===== src/rtl/ser_pkg.sv =====
// Shared types and parameter limits for the w serializer.
package ser_pkg;

  typedef enum logic [1:0] {
    IDLE   = 2'd0,
    SHIFT  = 2'd1,
    PARITY = 2'd2,
    GAP    = 2'd3
  } ser_state_e;

  localparam int unsigned DATA_W_MAX  = 32;
  localparam int unsigned GAP_CYC_MAX = 15;

endpackage


===== src/rtl/w_serializer.sv =====
// Parallel-to-serial framer feeding the sequence detectors, MSB first with a gap between frames.
// Define W_SERIALIZER_PARITY_EN to append an even-parity bit to every frame.
module w_serializer
  import ser_pkg::*;
#(
  parameter int unsigned DATA_W  = 8,
  parameter int unsigned GAP_CYC = 2
) (
  input  logic              clk_i,
  input  logic              res_ni,
  input  logic [DATA_W-1:0] data_i,
  input  logic              valid_i,
  output logic              ready_o,
  output logic              w_o,
  output logic              w_valid_o,
  output logic              done_o,
  output logic              busy_o
);

  localparam int unsigned     CntW    = $clog2(DATA_W + 1);
  localparam logic [CntW-1:0] LastBit = CntW'(DATA_W - 1);
  localparam logic [CntW-1:0] CntMax  = CntW'(DATA_W);
  localparam logic [3:0]      GapLoad = 4'(GAP_CYC);

  if (DATA_W < 2 || DATA_W > DATA_W_MAX) begin : g_bad_data_w
    $error("w_serializer: DATA_W out of range");
  end
  if (GAP_CYC > GAP_CYC_MAX) begin : g_bad_gap_cyc
    $error("w_serializer: GAP_CYC out of range");
  end

  ser_state_e        state_q;
  logic [DATA_W-1:0] shreg_q;
  logic [CntW-1:0]   cnt_q;
  logic [3:0]        gap_q;
  logic              ready_q;
  logic              w_q;
  logic              w_valid_q;
  logic              done_q;
`ifdef W_SERIALIZER_PARITY_EN
  logic              par_q;
`endif

  always_ff @(posedge clk_i or negedge res_ni) begin
    if (!res_ni) begin
      state_q   <= IDLE;
      shreg_q   <= '0;
      cnt_q     <= '0;
      gap_q     <= '0;
      ready_q   <= 1'b0;
      w_q       <= 1'b0;
      w_valid_q <= 1'b0;
      done_q    <= 1'b0;
`ifdef W_SERIALIZER_PARITY_EN
      par_q     <= 1'b0;
`endif
    end else begin
      // Serial outputs idle low unless a frame bit is emitted below.
      w_q       <= 1'b0;
      w_valid_q <= 1'b0;
      done_q    <= 1'b0;
      case (state_q)
        IDLE: begin
          ready_q <= 1'b1;
          if (valid_i && ready_q) begin
            shreg_q <= data_i;
            cnt_q   <= '0;
            ready_q <= 1'b0;
            state_q <= SHIFT;
`ifdef W_SERIALIZER_PARITY_EN
            par_q   <= ^data_i;
`endif
          end
        end
        SHIFT: begin
          w_q       <= shreg_q[DATA_W-1];
          w_valid_q <= 1'b1;
          shreg_q   <= shreg_q << 1;
          if (cnt_q != CntMax) cnt_q <= cnt_q + CntW'(1);
          if (cnt_q == LastBit) begin
`ifdef W_SERIALIZER_PARITY_EN
            state_q <= PARITY;
`else
            done_q <= 1'b1;
            if (GapLoad == 4'd0) begin
              state_q <= IDLE;
              ready_q <= 1'b1;
            end else begin
              state_q <= GAP;
              gap_q   <= GapLoad;
            end
`endif
          end
        end
`ifdef W_SERIALIZER_PARITY_EN
        PARITY: begin
          w_q       <= par_q;
          w_valid_q <= 1'b1;
          done_q    <= 1'b1;
          if (GapLoad == 4'd0) begin
            state_q <= IDLE;
            ready_q <= 1'b1;
          end else begin
            state_q <= GAP;
            gap_q   <= GapLoad;
          end
        end
`endif
        GAP: begin
          gap_q <= gap_q - 4'd1;
          // ready_o is registered, so raise it on the edge that lands in IDLE.
          if (gap_q <= 4'd1) begin
            state_q <= IDLE;
            ready_q <= 1'b1;
          end
        end
        default: state_q <= IDLE;
      endcase
    end
  end

  assign ready_o   = ready_q;
  assign w_o       = w_q;
  assign w_valid_o = w_valid_q;
  assign done_o    = done_q;
  assign busy_o    = (state_q != IDLE);

endmodule


===== config.mk =====
export PLATFORM = sky130hd
export DESIGN_NAME = w_serializer
export DESIGN_NICKNAME = d
export VERILOG_FILES = /design/src/rtl/ser_pkg.sv /design/src/rtl/w_serializer.sv
export SDC_FILE = /design/constraint.sdc
export NUM_CORES = 1
export LEC_CHECK = 0
export ABC_AREA = 1
export ABC_CLOCK_PERIOD_IN_PS = 1300
export CAP_MARGIN = 15
export CELL_PAD_IN_SITES_DETAIL_PLACEMENT = 1
export CELL_PAD_IN_SITES_GLOBAL_PLACEMENT = 1
export CORE_ASPECT_RATIO = 0.7
export CORE_UTILIZATION = 25
export DETAILED_ROUTE_END_ITERATION = 7
export PLACE_DENSITY = 0.54
export SYNTH_ARGS = -nofsm -noshare
export SYNTH_HDL_FRONTEND = slang
export SYNTH_SLANG_ARGS = --single-unit

===== constraint.sdc =====
create_clock -name clk_i -period 1.3 [get_ports clk_i]
set_input_delay 0.26 -clock clk_i [delete_from_list [all_inputs] [get_ports clk_i]]
set_output_delay 0.26 -clock clk_i [all_outputs]
set_load 0.02 [all_outputs]

# After elaboration in Yosys (flattened, before gate mapping)
# Index checks and enable logic that the tools add are counted.
# W data, S select, Z words.
[word_totals] register_bits=22 inputBits=11 elab_cells=48
[op_classes] add_sub_neg=2 n_lt_le_gt_ge=1 eq_ne=8 mux=18 n_reduce_logical=11
[ops] cell="$pmux W4 S2" n=2
[ops] cell="$pmux W8 S2" n=1
[ops] cell="$mux W4" n=3
[ops] cell="$mux W8" n=1
[ops] cell="$ne A2 B2 Y1 const B" n=4
[ops] cell="$reduce_bool A2 Y1" n=4
[ops] cell="$mux W1" n=6
[ops] cell="$mux W2" n=3
[ops] cell="$pmux W2 S3" n=1
[ops] cell="$reduce_and A2 Y1" n=3
[ops] cell="$reduce_and A3 Y1" n=2
[ops] cell="$add A4 B1 Y4 const B" n=1
[ops] cell="$eq A4 B3 Y1 const B" n=1
[ops] cell="$le A4 B1 Y1 const B" n=1
[ops] cell="$ne A4 B4 Y1 const B" n=1
[ops] cell="$sub A4 B1 Y4 const B" n=1
[ops] cell="$eq A2 B1 Y1 const B" n=1
[ops] cell="$eq A2 B2 Y1 const B" n=1
[ops] cell="$logic_not A2 Y1" n=1
[ops] cell="$pmux W1 S2" n=1
[ops] cell="$logic_and A1 B1 Y1" n=1

# Depth between registers and ports, before layout
# Gate-level depths: netlist of the first run.
[logic_depth] ltp_word=3 mapped_depth=8 ltp_nobuf=8

# Worst setup path after synthesis of the first run
# No wires, ideal clock.
[synth_timing] path_type="register to register" startpoint="register ready_q, in the netlist ready_o" endpoint="register shreg_q[0]" setup_time_ns=0.126 arrival_time_ns=1.052 path_slack_ns=0.122 stages_incl_launch_ff=5 synth_period_minus_slack_ns=1.178 path_cell_list="dfrtp_1 > nand2_1 > a21oi_4 > buf_6 > o21ai_0"
[synth_via] elab_chain_len=3
[synth_lines] element="start: declaration" line="w_serializer.sv:36" rtl="logic ready_q;"
[synth_lines] element="start signal: assignment" line="w_serializer.sv:50" rtl="ready_q <= 1'b0;"
[synth_lines] element="start signal: assignment" line="w_serializer.sv:64" rtl="ready_q <= 1'b1;"
[synth_lines] element="start signal: assignment" line="w_serializer.sv:68" rtl="ready_q <= 1'b0;"
[synth_lines] element="$logic_and A1 B1 Y1" line="w_serializer.sv:65" rtl="if (valid_i && ready_q) begin"
[synth_lines] element="$ne A2 B2 Y1 (no line)"
[synth_lines] element="$reduce_and A2 Y1 (no line)"
[synth_lines] element="end signal: assignment" line="w_serializer.sv:66" rtl="shreg_q <= data_i;"
[synth_lines] element="end signal: assignment" line="w_serializer.sv:78" rtl="shreg_q <= shreg_q << 1;"
[synth_lines] element="end: declaration" line="w_serializer.sv:33" rtl="logic [DATA_W-1:0] shreg_q;"
# Every way passes these cells.
# A chain may end at the register's enable or synchronous reset.

# Worst setup path after layout of the first run
[layout_timing] startpoint="register ready_q, in the netlist ready_o" endpoint="output ready_o"
[layout_rtl] element="end: declaration" line="w_serializer.sv:13" rtl="output logic ready_o,"
# No word-level cell between the ends.

==> results of run 1 <==
## cell families (layout without fill, tap and decap cells)
group / after synthesis / after routing / share of synthesized area (%)
adder cells (fa/ha/maj): 4 / 4 / 4.38
AO/OA/AOI/OAI: 24 / 24 / 12.6
flip-flops: 22 / 22 / 48.2
AND/OR/NAND/NOR: 59 / 59 / 25.3
buffers and inverters: 25 / 53 / 9.53
## power by group
part	switching (W)	internal, W
Clock	0.000214	0.000270
Combinational	0.000997	0.000719
Sequential	0.000160	0.000970
## cell usage in the layout (no fill, tap or decap), types with 9 or more instances in the layout
master | Yosys | layout
clkdlybuf4s50_1 | 0 | 10
nand2_1 | 33 | 32
nand3_1 | 11 | 11
buf_4 | 0 | 10
o21ai_0 | 9 | 9
inv_1 | 21 | 19
o21ai_1 | 10 | 10
dfrtp_1 | 22 | 22
## state kept, by name, indices dropped and copies added (netlist names)
register   cells
shreg_q        8
cnt_q          4
gap_q          4
state_q        2
done_o         1
ready_o        1
w_o            1
w_valid_o      1
## layer usage
layer  vias up  GRT usage [%]
li1        483              -
met4         0           1.48
met2        13           19.4
met5         -              0
met3         2           3.72
met1       444           13.6
## what timing repair did
| action | in CTS | in global routing |
|---|---|---|
| resized for setup | 9 | 5 |
| pin swaps | 0 | 2 |
| setup buffers | 0 | 3 |
| endpoints found under the setup margin | 5 | 9 |
| endpoints found under the hold margin | 0 | 0 |
## stage by stage
stage	util, %	power [W]	cell area (um^2)	std cells	hold WS [ps]
2_1_floorplan	-	0.00234	1140	134	-35.6
4_1_cts	33.5	0.00333	1460	214	352
3_5_place_dp	32.4	0.00286	1410	210	512
3_3_place_gp	32.4	0.00280	1410	210	479
5_1_grt	34.2	0.00365	1490	217	354
6_report	34.2	0.00333	1490	217	353
## how the worst min path moves through the flow
stage / startpoint / endpoint / slack, ps
final: res_ni / shreg_q[3] / 350
after floorplan: res_ni / cnt_q[0] / -40
after detailed placement: gap_q[1] / gap_q[1] / 510
after global placement: gap_q[1] / gap_q[1] / 480
after CTS: res_ni / shreg_q[3] / 350
after global routing: res_ni / shreg_q[3] / 350
## area by class of cell
type / instances / area [um^2]
clock buffers: 4 / 55.1
inverters: 23 / 86.3
fillers: 533 / 2860
repair buffers: 26 / 241
flip-flops and latches: 22 / 551
multi-input cells: 87 / 488
well taps: 55 / 68.8
==> results.md, run 1 <==
- Status: completed
- Post-synth top flop: dfrtp_1
- Synth Instances: 134
- PortBufs: 15
- Met1 wire length: 1170 um
- CTS Sinks: 22
- Site Rows: 20
- CP Launch Point: ready_o
- DR vias: 942
- Largest net degree at the start of global routing: 23
- Leakage: 0.728 nW
- Worst Slack Setup Final: 44.5 ps
- Top-count cell post-synth: nand2_1
- GRT Total Usage: 11.1%
- Drt pass-1 iters: 4
- Upper clock frequency limit: 0.796 GHz
- Crit path launch type: flip-flop
- DP Worst Slack: -136 ps
- Hold_buf cts: 0
- Post-synth EDFFs: 0
- I/O pin count: 16
- Die H: 58.6 um
- Avg Cell Area, Syn: 8.52 um^2
- Synth Warn #: 0
- Synthesis-stage register bit count: 22
- Die width: 82.8 um
- Initial Utilization: 26.2%
- CP Depth: 1
- Initial antenna violation count: 0
- Setup crit end: ready_o
- TritonCTS clock tree: yes
- Vias in the first global route: 991
- Worst-Skew Late Latency: 260 ps
- Critical path's slowest cell: dfrtp_1
- Slew Limit Headroom: 84.4%
- Initial DRC count: 26
- Nets: 178
- Met2 wire len: 1130 um
- Post-route setup TNS: 0 ps
- Max-cap violations: 0
- Routed wire length: 2430 um
- Layout Skew: 2.06 ps
- Area leader, netlist: dfrtp_1
- Wire per inst: 11.2 um
- Final ANT Viol Nets: 0
- Synth top cells by count: nand2_1, dfrtp_1, inv_1
- Max incr delay on CP: 400 ps
- Pins Over Slew Limit: 0
- CTS HTree Levels: 1
- R2r worst-path depth: 6
- Reg2reg start: cnt_q[0]
- RSZ-0062 raised after global routing: true
- Buf/Inv on CP: 1
- Clock Path Buffers: 2
- Crit-path cells: dlygate4sd2_1
- Post-DR vias/cell: 4.34
- Top cells by area, synth: dfrtp_1, nand2_1, inv_1
- Post-route minimum period: 1260 ps
- Syn Nets: 149
- Area Overhead vs Synth: 30.4%
- Peak VDD IR: 0.646 mV
- Crit. End Element: output pin
- Gpl congestion: 0.720
- Ys async rst share: 100%
- Top Metal Used: met4
- R2R Path End: gap_q[1]
- CTS Buf Count: 3
- Final count of hold timing violations: 0
- Post-synth top area share: 48.2%
- Worst Max-Slew Pin Slew: 231 ps
- Finish-stage setup viols: 0
- Post-route DRC: 0
- Critical path's top delay family: flip-flops
- Critical path type: reg2out
- Critical Path Fanout Max: 3
- Share of the yosys chip area belonging to registers: 48.2%
- Clk slew on worst S/H paths: 80 ps
- Crit path DAT: 1000 ps
- PwrDens: 2230 nW/um^2
- Post-route clock period utilization: 96.6%
- Crit path required time: 1040 ps
- Synth unique cells: 20
- Global route overflow: 0
- Ratio of cells with drive above 1 in the final layout: 21.0%
- Synth Cell Area: 1140 um^2
- Clk Tree Root Cell: clkbuf_8
- CORE AREA: 4350 um^2
- DR WL met3: 122 um
- Hold Path Class: in2async
- Final HPWL DP: 1810 um
- Die ar.: 4850 um^2
- Global-route wire length before repair: 4100 um
- Diode count: 0
- R2R Setup Slk: 80 ps
Note: power is estimated with default switching activity, not from simulation.
==> run 2, diff against run 1 <==
SKIP_CTS_REPAIR_TIMING = 1   (was default)
==> run 2 against run 1 <==
Wire length decreased by 0.58%. Setup slack worse by 5.3 ps. Clock power barely moved. Critical endpoint is now busy_o.
==> results.md, run 2 (synthesis results as in run 1) <==
- Status: completed
- Post-route minimum period: 1260 ps (+5.26 ps)
- Global-route wire length before repair: 4070 um (-0.66%)
- Initial Utilization: 26.2% (unchanged)
- Drt pass-1 iters: 4 (unchanged)
- Die width: 82.8 um (unchanged)
- Clk Tree Root Cell: clkbuf_8
- Cell count after placement: 210 (unchanged)
- Finish-stage setup viols: 0 (unchanged)
- Hold Path Class: in2async
- Die ar.: 4850 um^2 (unchanged)
- GRT Total Usage: 11.1% (-0.066 points)
- Most flops, register: shreg_q
- Site Rows: 20 (unchanged)
- Most common cell after layout, fill and taps aside: nand2_1
- Final core occ: 34.3% (+0.086 points)
- Final HPWL DP: 1810 um (unchanged)
- Crit. End Element: output pin
- Global route overflow: 0 (unchanged)
- Final count of hold timing violations: 0 (unchanged)
- Largest regs: shreg_q: 8 flops, cnt_q: 4 flops, gap_q: 4 flops
- Clock Path Buffers: 2 (unchanged)
- Crit path required time: 1040 ps (about the same)
- Crit path DAT: 1000 ps (about the same)
- Critical path type: reg2out
- Post-route DRC: 0 (unchanged)
- Layout Skew: 2.19 ps (+0.130 ps)
- Initial DRC count: 27 (+3.8%)
- Ratio of cells with drive above 1 in the final layout: 21.1% (+0.13 points)
- CTS HTree Levels: 1 (unchanged)
- Largest net degree at the start of global routing: 23 (unchanged)
- CORE AREA: 4350 um^2 (unchanged)
- I/O pin count: 16 (unchanged)
- Gpl congestion: 0.720 (unchanged)
- Diode count: 0 (unchanged)
- Slew Limit Headroom: 84.4% (unchanged)
- PortBufs: 15 (unchanged)
- Post-DR vias/cell: 4.38 (+1.0%)
- Max FFs per register: 8 (unchanged)
- TritonCTS clock tree: yes
- Int Pwr: 0.00196 W (about the same)
- Reg power frac: 34.1% (about the same)
- Area Overhead vs Synth: 30.8%
- CTS Buf Count: 3 (unchanged)
- Pins Over Slew Limit: 0 (unchanged)
- Upper clock frequency limit: 0.793 GHz (-0.42%)
- Final instance area: 1490 um^2 (+0.25%)
- Switch Pwr: 0.00137 W (-0.39%)
- Leakage: 0.756 nW (+3.8%)
- Wire per inst: 11.2 um (-0.12%)
- Die H: 58.6 um (unchanged)
- CTS Sinks: 22 (unchanged)
- Dpl cell area: 1410 um^2 (unchanged)
- Logic gate share of total power: 51.4% (about the same)
- RSZ-0062 raised after global routing: true
- PwrDens: 2230 nW/um^2 (-0.43%)
- Fin cells: 216 (-0.46%)
- Switch share: 41.1% (-0.086 points)
- Clk slew on worst S/H paths: 80 ps (about the same)
- Initial antenna violation count: 0 (unchanged)
- Nets: 177 (-0.56%)
- Clock Power Share: 14.6% (about the same)
- Critical Path Fanout Max: 2 (-1)
- Worst-Skew Late Latency: 260 ps (about the same)
- Vias in the first global route: 983 (-0.81%)
- Final ANT Viol Nets: 0 (unchanged)
- Post-route setup TNS: 0 ps (unchanged)
- Worst Max-Slew Pin Slew: 231 ps (-0.000238 ps)
- Commonest cells after routing, fill and taps aside: nand2_1, dfrtp_1, inv_1
- Routed wire length: 2410 um (-0.58%)
- DR vias: 947 (+0.53%)
- Peak VDD IR: 0.646 mV (about the same)
- Post-route clock period utilization: 97.0% (+0.40 points)
- Crit path launch type: flip-flop
- # fillers: 536 (+0.56%)
- Max-cap violations: 0 (unchanged)
## run 2: cell types whose count changed in the layout (fill, tap and decap cells not counted), sizes merged
cell	delta
dlygate4sd2	-4
dlymetal6s2s	+4
buf	-1
## run 2: per-stage QoR
step	total power [W]	setup WS [ps]	hold slack [ps]
2_1_floorplan	0.00234	122	-35.6
3_3_place_gp	0.00280	-105	479
3_5_place_dp	0.00286	-136	512
4_1_cts	0.00338	-378	352
5_1_grt	0.00364	-20.1	354
6_report	0.00332	39.3	352
## run 2: cell type report
class | instances | area, um^2 | share of cell area [%]
clock buffers | 4 | 55.1 | 3.69
inverters | 23 | 86.3 | 5.78
multi-input cells | 87 | 490 | 32.8
flip-flops and latches | 22 | 551 | 36.9
well taps | 55 | 68.8 | 4.61
repair buffers | 25 | 243 | 16.2
## run 2: routing by layer
metal	share of wire [%]	vias to the layer above	global-route usage [%]	wire length [um]
met5	0	-	0	0
met4	0.41	0	1.48	10
met3	5.1	2	3.72	123
met2	46	15	19.3	1120
met1	48	449	13.6	1160
li1	-	481	-	-
## run 2: power groups by stage
stage / combinational (W) / sequential (W) / clock [W]
after global placement: 0.00166 / 0.00114 / 0
after detailed placement: 0.00171 / 0.00115 / 0
final: 0.00171 / 0.00113 / 0.000484
after global routing: 0.00194 / 0.00116 / 0.000541
after floorplan: 0.00114 / 0.00120 / 0
after CTS: 0.00172 / 0.00114 / 0.000519
## run 2: worst paths after layout
check / end / start / slack [ps] / cells after the start
hold / removal: shreg_q[3] / res_ni / 350 / 2
hold reg to reg: gap_q[1] / gap_q[1] / 520 / 1
setup / recovery: busy_o / state_q[0] / 40 / 3
min in group clk_i: gap_q[1] / gap_q[1] / 520 / 1
setup reg to reg: gap_q[1] / cnt_q[0] / 80 / 6
max in group asynchronous: cnt_q[1] / res_ni / 810 / 2
## run 2: critical path, stage by stage (launching register included)
cell     delay [ps]
dfrtp_1         390
nor2_2          130
inv_1            60
buf_2           150
==> run 3, diff against run 2 <==
CAP_MARGIN = 20   (was 15)
==> results of run 3 <==
The final DEF is identical to that of run 2; final timing and power are the same.
